### config.mk
export PLATFORM = sky130hd
export DESIGN_NAME = qproc_in_port_fifo
export DESIGN_NICKNAME = d
export VERILOG_FILES = /design/src/rtl/qproc_in_port_fifo.sv
export SDC_FILE = /design/constraint.sdc
export NUM_CORES = 2
export LEC_CHECK = 0
export CAP_MARGIN = 20
export CORE_ASPECT_RATIO = 1.25
export CORE_UTILIZATION = 31
export CTS_CLUSTER_DIAMETER = 100
export DETAILED_ROUTE_END_ITERATION = 10
export DONT_BUFFER_PORTS = 1
export SLEW_MARGIN = 20
export SYNTH_ARGS = -nofsm -noshare
export SYNTH_HDL_FRONTEND = slang
export SYNTH_SLANG_ARGS = --single-unit
### constraint.sdc
create_clock -name c_clk_i -period 26.9 [get_ports c_clk_i]
set_input_delay 4.035 -clock c_clk_i [delete_from_list [all_inputs] [get_ports c_clk_i]]
set_output_delay 4.035 -clock c_clk_i [all_outputs]
set_load 0.02 [all_outputs]
### src/rtl/qproc_in_port_fifo.sv
`default_nettype none
// ============================================================================
// Module   : qproc_in_port_fifo
// Brief    : Per-port input FIFOs feeding the core's 64-bit input port bus.
// Revision : 1.0
// ============================================================================
module qproc_in_port_fifo #(
    parameter int IN_PORT_QTY = 4,
    parameter int PORT_AW     = 4,
    parameter int FIFO_AW     = 3
) (
    input  logic                                c_clk_i,
    input  logic                                c_rst_ni,
    input  logic                                restart_i,
    input  logic [IN_PORT_QTY-1:0]              in_vld_i,
    input  logic [IN_PORT_QTY-1:0][63:0]        in_dt_i,
    input  logic                                pop_i,
    input  logic [PORT_AW-1:0]                  pop_addr_i,
    input  logic [PORT_AW-1:0]                  flag_sel_i,
    output logic [IN_PORT_QTY-1:0][63:0]        port_dt_o,
    output logic [IN_PORT_QTY-1:0]              port_new_o,
    output logic                                flag_o,
    output logic [IN_PORT_QTY-1:0]              ovf_o,
    output logic [IN_PORT_QTY-1:0][FIFO_AW:0]   occ_o
);

    localparam int             C_DEPTH   = 2 ** FIFO_AW;
    localparam logic [FIFO_AW:0] C_PTR_ONE = 1;

    logic [IN_PORT_QTY-1:0] w_flag_hit;

    generate
        for (genvar i = 0; i < IN_PORT_QTY; i++) begin : g_port
            logic [FIFO_AW:0] r_wr_ptr;
            logic [FIFO_AW:0] r_rd_ptr;
            logic             r_ovf;
            logic [63:0]      r_mem [C_DEPTH];
            logic             w_empty;
            logic             w_full;
            logic             w_pop;
            logic             w_push;
            logic             w_drop;

            assign w_empty = (r_wr_ptr == r_rd_ptr);
            assign w_full  = (r_wr_ptr[FIFO_AW] != r_rd_ptr[FIFO_AW]) &&
                             (r_wr_ptr[FIFO_AW-1:0] == r_rd_ptr[FIFO_AW-1:0]);
            // Out-of-range pop addresses never match any port, so they are ignored.
            assign w_pop   = pop_i && (pop_addr_i == PORT_AW'(i)) && !w_empty;
            // A pop on a full FIFO frees the slot the push lands in.
            assign w_push  = in_vld_i[i] && (!w_full || w_pop) && !restart_i;
            assign w_drop  = in_vld_i[i] && w_full && !w_pop;

            always_ff @(posedge c_clk_i) begin
                if (w_push) begin
                    r_mem[r_wr_ptr[FIFO_AW-1:0]] <= in_dt_i[i];
                end
            end

            always_ff @(posedge c_clk_i or negedge c_rst_ni) begin
                if (!c_rst_ni) begin
                    r_wr_ptr <= '0;
                    r_rd_ptr <= '0;
                    r_ovf    <= 1'b0;
                end else if (restart_i) begin
                    r_wr_ptr <= '0;
                    r_rd_ptr <= '0;
                    r_ovf    <= 1'b0;
                end else begin
                    if (w_push) begin
                        r_wr_ptr <= r_wr_ptr + C_PTR_ONE;
                    end
                    if (w_pop) begin
                        r_rd_ptr <= r_rd_ptr + C_PTR_ONE;
                    end
                    if (w_drop) begin
                        r_ovf <= 1'b1;
                    end
                end
            end

            assign port_dt_o[i]  = w_empty ? 64'd0 : r_mem[r_rd_ptr[FIFO_AW-1:0]];
            assign port_new_o[i] = !w_empty;
            assign ovf_o[i]      = r_ovf;
            assign occ_o[i]      = r_wr_ptr - r_rd_ptr;
            assign w_flag_hit[i] = (flag_sel_i == PORT_AW'(i)) && !w_empty;
        end
    endgenerate

    assign flag_o = |w_flag_hit;

endmodule
`default_nettype wire
==> results.md <==
- Status: finished, final reports clean
- All-Layer GR Usage: 14.1%
- First-pass GRT wire length: 270 mm
- Vias: 36.7k
- CP Capture Type: primary output
- Worst Setup SP: flag_sel_i[0]
- Commonest non-fill, non-tap cells in the layout: 2,048 x edfxtp_1, 524 x nand2_1, 513 x mux4_2
- Root buffer selected by CTS: clkbuf_16
- RR Endpoint: g_port[3].r_mem[1][45]
- Avg Inst Size Synth: 20.7 um^2
- Clock transition at path regs: 60 ps
- Residual DRC count: 0
- Post-synth EDFFs: 2,048
- Reg2reg start: g_port[3].r_rd_ptr[2]
- Fin. Hold Viols: 0
- Synth Flop Type: edfxtp_1
- CP bufs+invs: 0
- Post-Syn Nets: 4,148
- Htree depth: 4
- Most common cell after layout, fill and taps aside: edfxtp_1
- CTS resizes: 0
- Final min period: 9050 ps
- Die width: 456 um
- CTS Buf Count: 214
- Worst reg2reg setup slack: 22,050 ps
- Critical Path Sink: flag_o
- Crit path largest cell delay: 510 ps
- Levels on crit path: 2
- DRT iter0 DRCs: 2,522
- Total chip power: 6.78 mW
- Die Y-Extent: 569 um
- Number of port buffers: 0
- Normalized max-slew margin: 27.7%
- Initial antenna violation count: 6
- Die ar.: 260,000 um^2
- Tcrit/Tclk final: 33.6%
- Worst reg-to-reg path cell count: 7
- Worst-margin pin slew: 1080 ps
- Peak supply drop: 0.0627 mV
- Final Setup Violations: 0
- Final wirelength: 186 mm
- Synth Register Bits: 2,084
- Pin count of the biggest net entering global routing: 68
- Clk_skew: 95.0 ps
- Vias in the first global route: 38.9k
- CP arrival: 5010 ps
- Drt pass-1 iters: 5
- Grt ovf: 0
- Synth warnings: 0
- Routed wire per std cell: 25.0 um
- Cells after synthesis: 3,852
- Max Clk Rate: 111 MHz
- Num rows: 207
- I/O Pins: 553
- Yosys cell types: 49
- TritonCTS Sinks: 2,084
- Pwr Density: 74.5 nW/um^2
- Dpl cells: 7,069
- Core Footprint: 255,000 um^2
- Hold Crit Class: reg -> reg
- Routed Antenna Nets: 0
- Post-Syn Area: 79,800 um^2
- Hold buffers post-CTS: 0
- Layout Cells excl Fill: 7,456
- Fin. max-slew vios: 0
- Setup TNS: 0 ps
- RSZ-0062 raised after global routing: no
- Worst-path cell chain: mux4_2 -> nor3_1
- Layout cell share with drive strength beyond 1: 23.6%
- Crit Path Max Fanout: 1
- Nets: 4,237
- Gpl congestion: 0.730
- WP data required: 22,860 ps
- Clk_lat worst skew: 890 ps
- DP HPWL: 105 mm
- Fill cells: 23.3k
- Top Family by Delay on Critical Path: simple AND/OR/NAND/NOR gates
- Slowest CP cell: nor3_1
- Sequential share of the synthesized area: 78.2%
- Leak pwr: 27.6 nW
- Initial Util: 31.3%
- Crit path kind: in -> out
- Layout area overhead: 14.0%
- Post-CTS Setup Bufs: 0
- Vias per cell: 4.92
- CTS tree: done
- Nature of the critical path startpoint: input pin
- Max-Cap Viols: 0
- CTS Buffer Depth: 4
- Async S/R FF share, synth: 1.73%
## synthesized netlist by cell type (4+ instances only)
library cell,count,area (um^2)
xor2_1,7,61.3
buf_2,60,300
mux2i_1,5,50.1
buf_4,5,37.5
nand2b_1,4,25.0
a21oi_1,276,1380
edfxtp_1,2048,61500
fa_1,4,80.1
inv_1,33,124
clkbuf_1,130,488
o21ai_0,4,20.0
dfrtp_1,36,901
o21ai_1,4,20.0
ha_1,20,250
nand3_1,20,100
nor2_1,44,165
buf_1,23,86.3
a211o_1,4,35.0
o211ai_1,4,30.0
xnor2_1,17,149
nor3_1,12,60.1
or3_1,8,50.1
mux4_2,513,11600
nand2_1,524,1970
a21o_1,8,60.1
## area by class of cell
cell class / count / area [um^2] / area share, %
Sequential cell: 2084 / 62400 / 68.6
Multi-Input combinational cell: 1517 / 16600 / 18.3
Clock buffer: 265 / 5600 / 6.15
Tap cell: 3344 / 4180 / 4.60
Clock inverter: 119 / 1350 / 1.49
Timing Repair Buffer: 91 / 687 / 0.755
Inverter: 33 / 124 / 0.136
Antenna cell: 3 / 7.51 / 0.00825
## how the worst min path moves through the flow
stage	slack, ps	cells past startpoint	to	from
after detailed placement	600	2	g_port[3].r_rd_ptr[3]	g_port[3].r_rd_ptr[3]
after global placement	580	2	g_port[2].r_rd_ptr[3]	g_port[2].r_rd_ptr[3]
final	620	2	g_port[1].r_wr_ptr[3]	g_port[1].r_wr_ptr[3]
after CTS	610	2	g_port[3].r_rd_ptr[3]	g_port[3].r_rd_ptr[3]
after floorplan	460	2	g_port[0].r_ovf	g_port[0].r_ovf
after global routing	650	2	g_port[0].r_wr_ptr[3]	g_port[0].r_wr_ptr[3]
## state kept, by name (all words and copies together), names as in the netlist
register / cells
g_port.r_ovf: 4
g_port.r_wr_ptr: 16
g_port.r_rd_ptr: 16
g_port.r_mem: 2048
## metal layers
metal  up-vias  wire (um)  global-route usage [%]
met4         2       4480                    4.06
met2       985      96100                    24.8
met5         -         13                       0
met3       251      15300                    4.69
li1      15800          -                       -
met1     19600      70500                    16.2
## where the power goes
group | switching, mW | internal (mW) | leakage (nW) | total [mW]
Sequential | 0.0101 | 3.61 | 19.0 | 3.62
Clock | 1.23 | 1.71 | 3.36 | 2.94
Combinational | 0.170 | 0.0509 | 5.28 | 0.221
## logic make-up after synthesis
| logic type | Yosys count | synth area share (%) |
|---|---|---|
| mux | 520 | 14.6 |
| compound gates | 314 | 2.10 |
| buf+inv | 251 | 1.30 |
| simple gates | 635 | 3.19 |
| xor+xnor | 24 | 0.263 |
| fa+ha+maj | 24 | 0.414 |
| flops | 2084 | 78.2 |
## stage by stage
| stage | util [%] | area (um^2) | hold slack [ps] | setup WS (ps) |
|---|---|---|---|---|
| after floorplan | - | 79800 | 464 | 14590 |
| after global placement | 32.9 | 84100 | 584 | 17840 |
| after detailed placement | 32.9 | 84100 | 597 | 17850 |
| after CTS | 35.7 | 91000 | 612 | 17610 |
| after global routing | 35.7 | 91000 | 651 | 17360 |
| final | 35.7 | 91000 | 617 | 17850 |
Note: power is estimated with default switching activity, not from simulation.
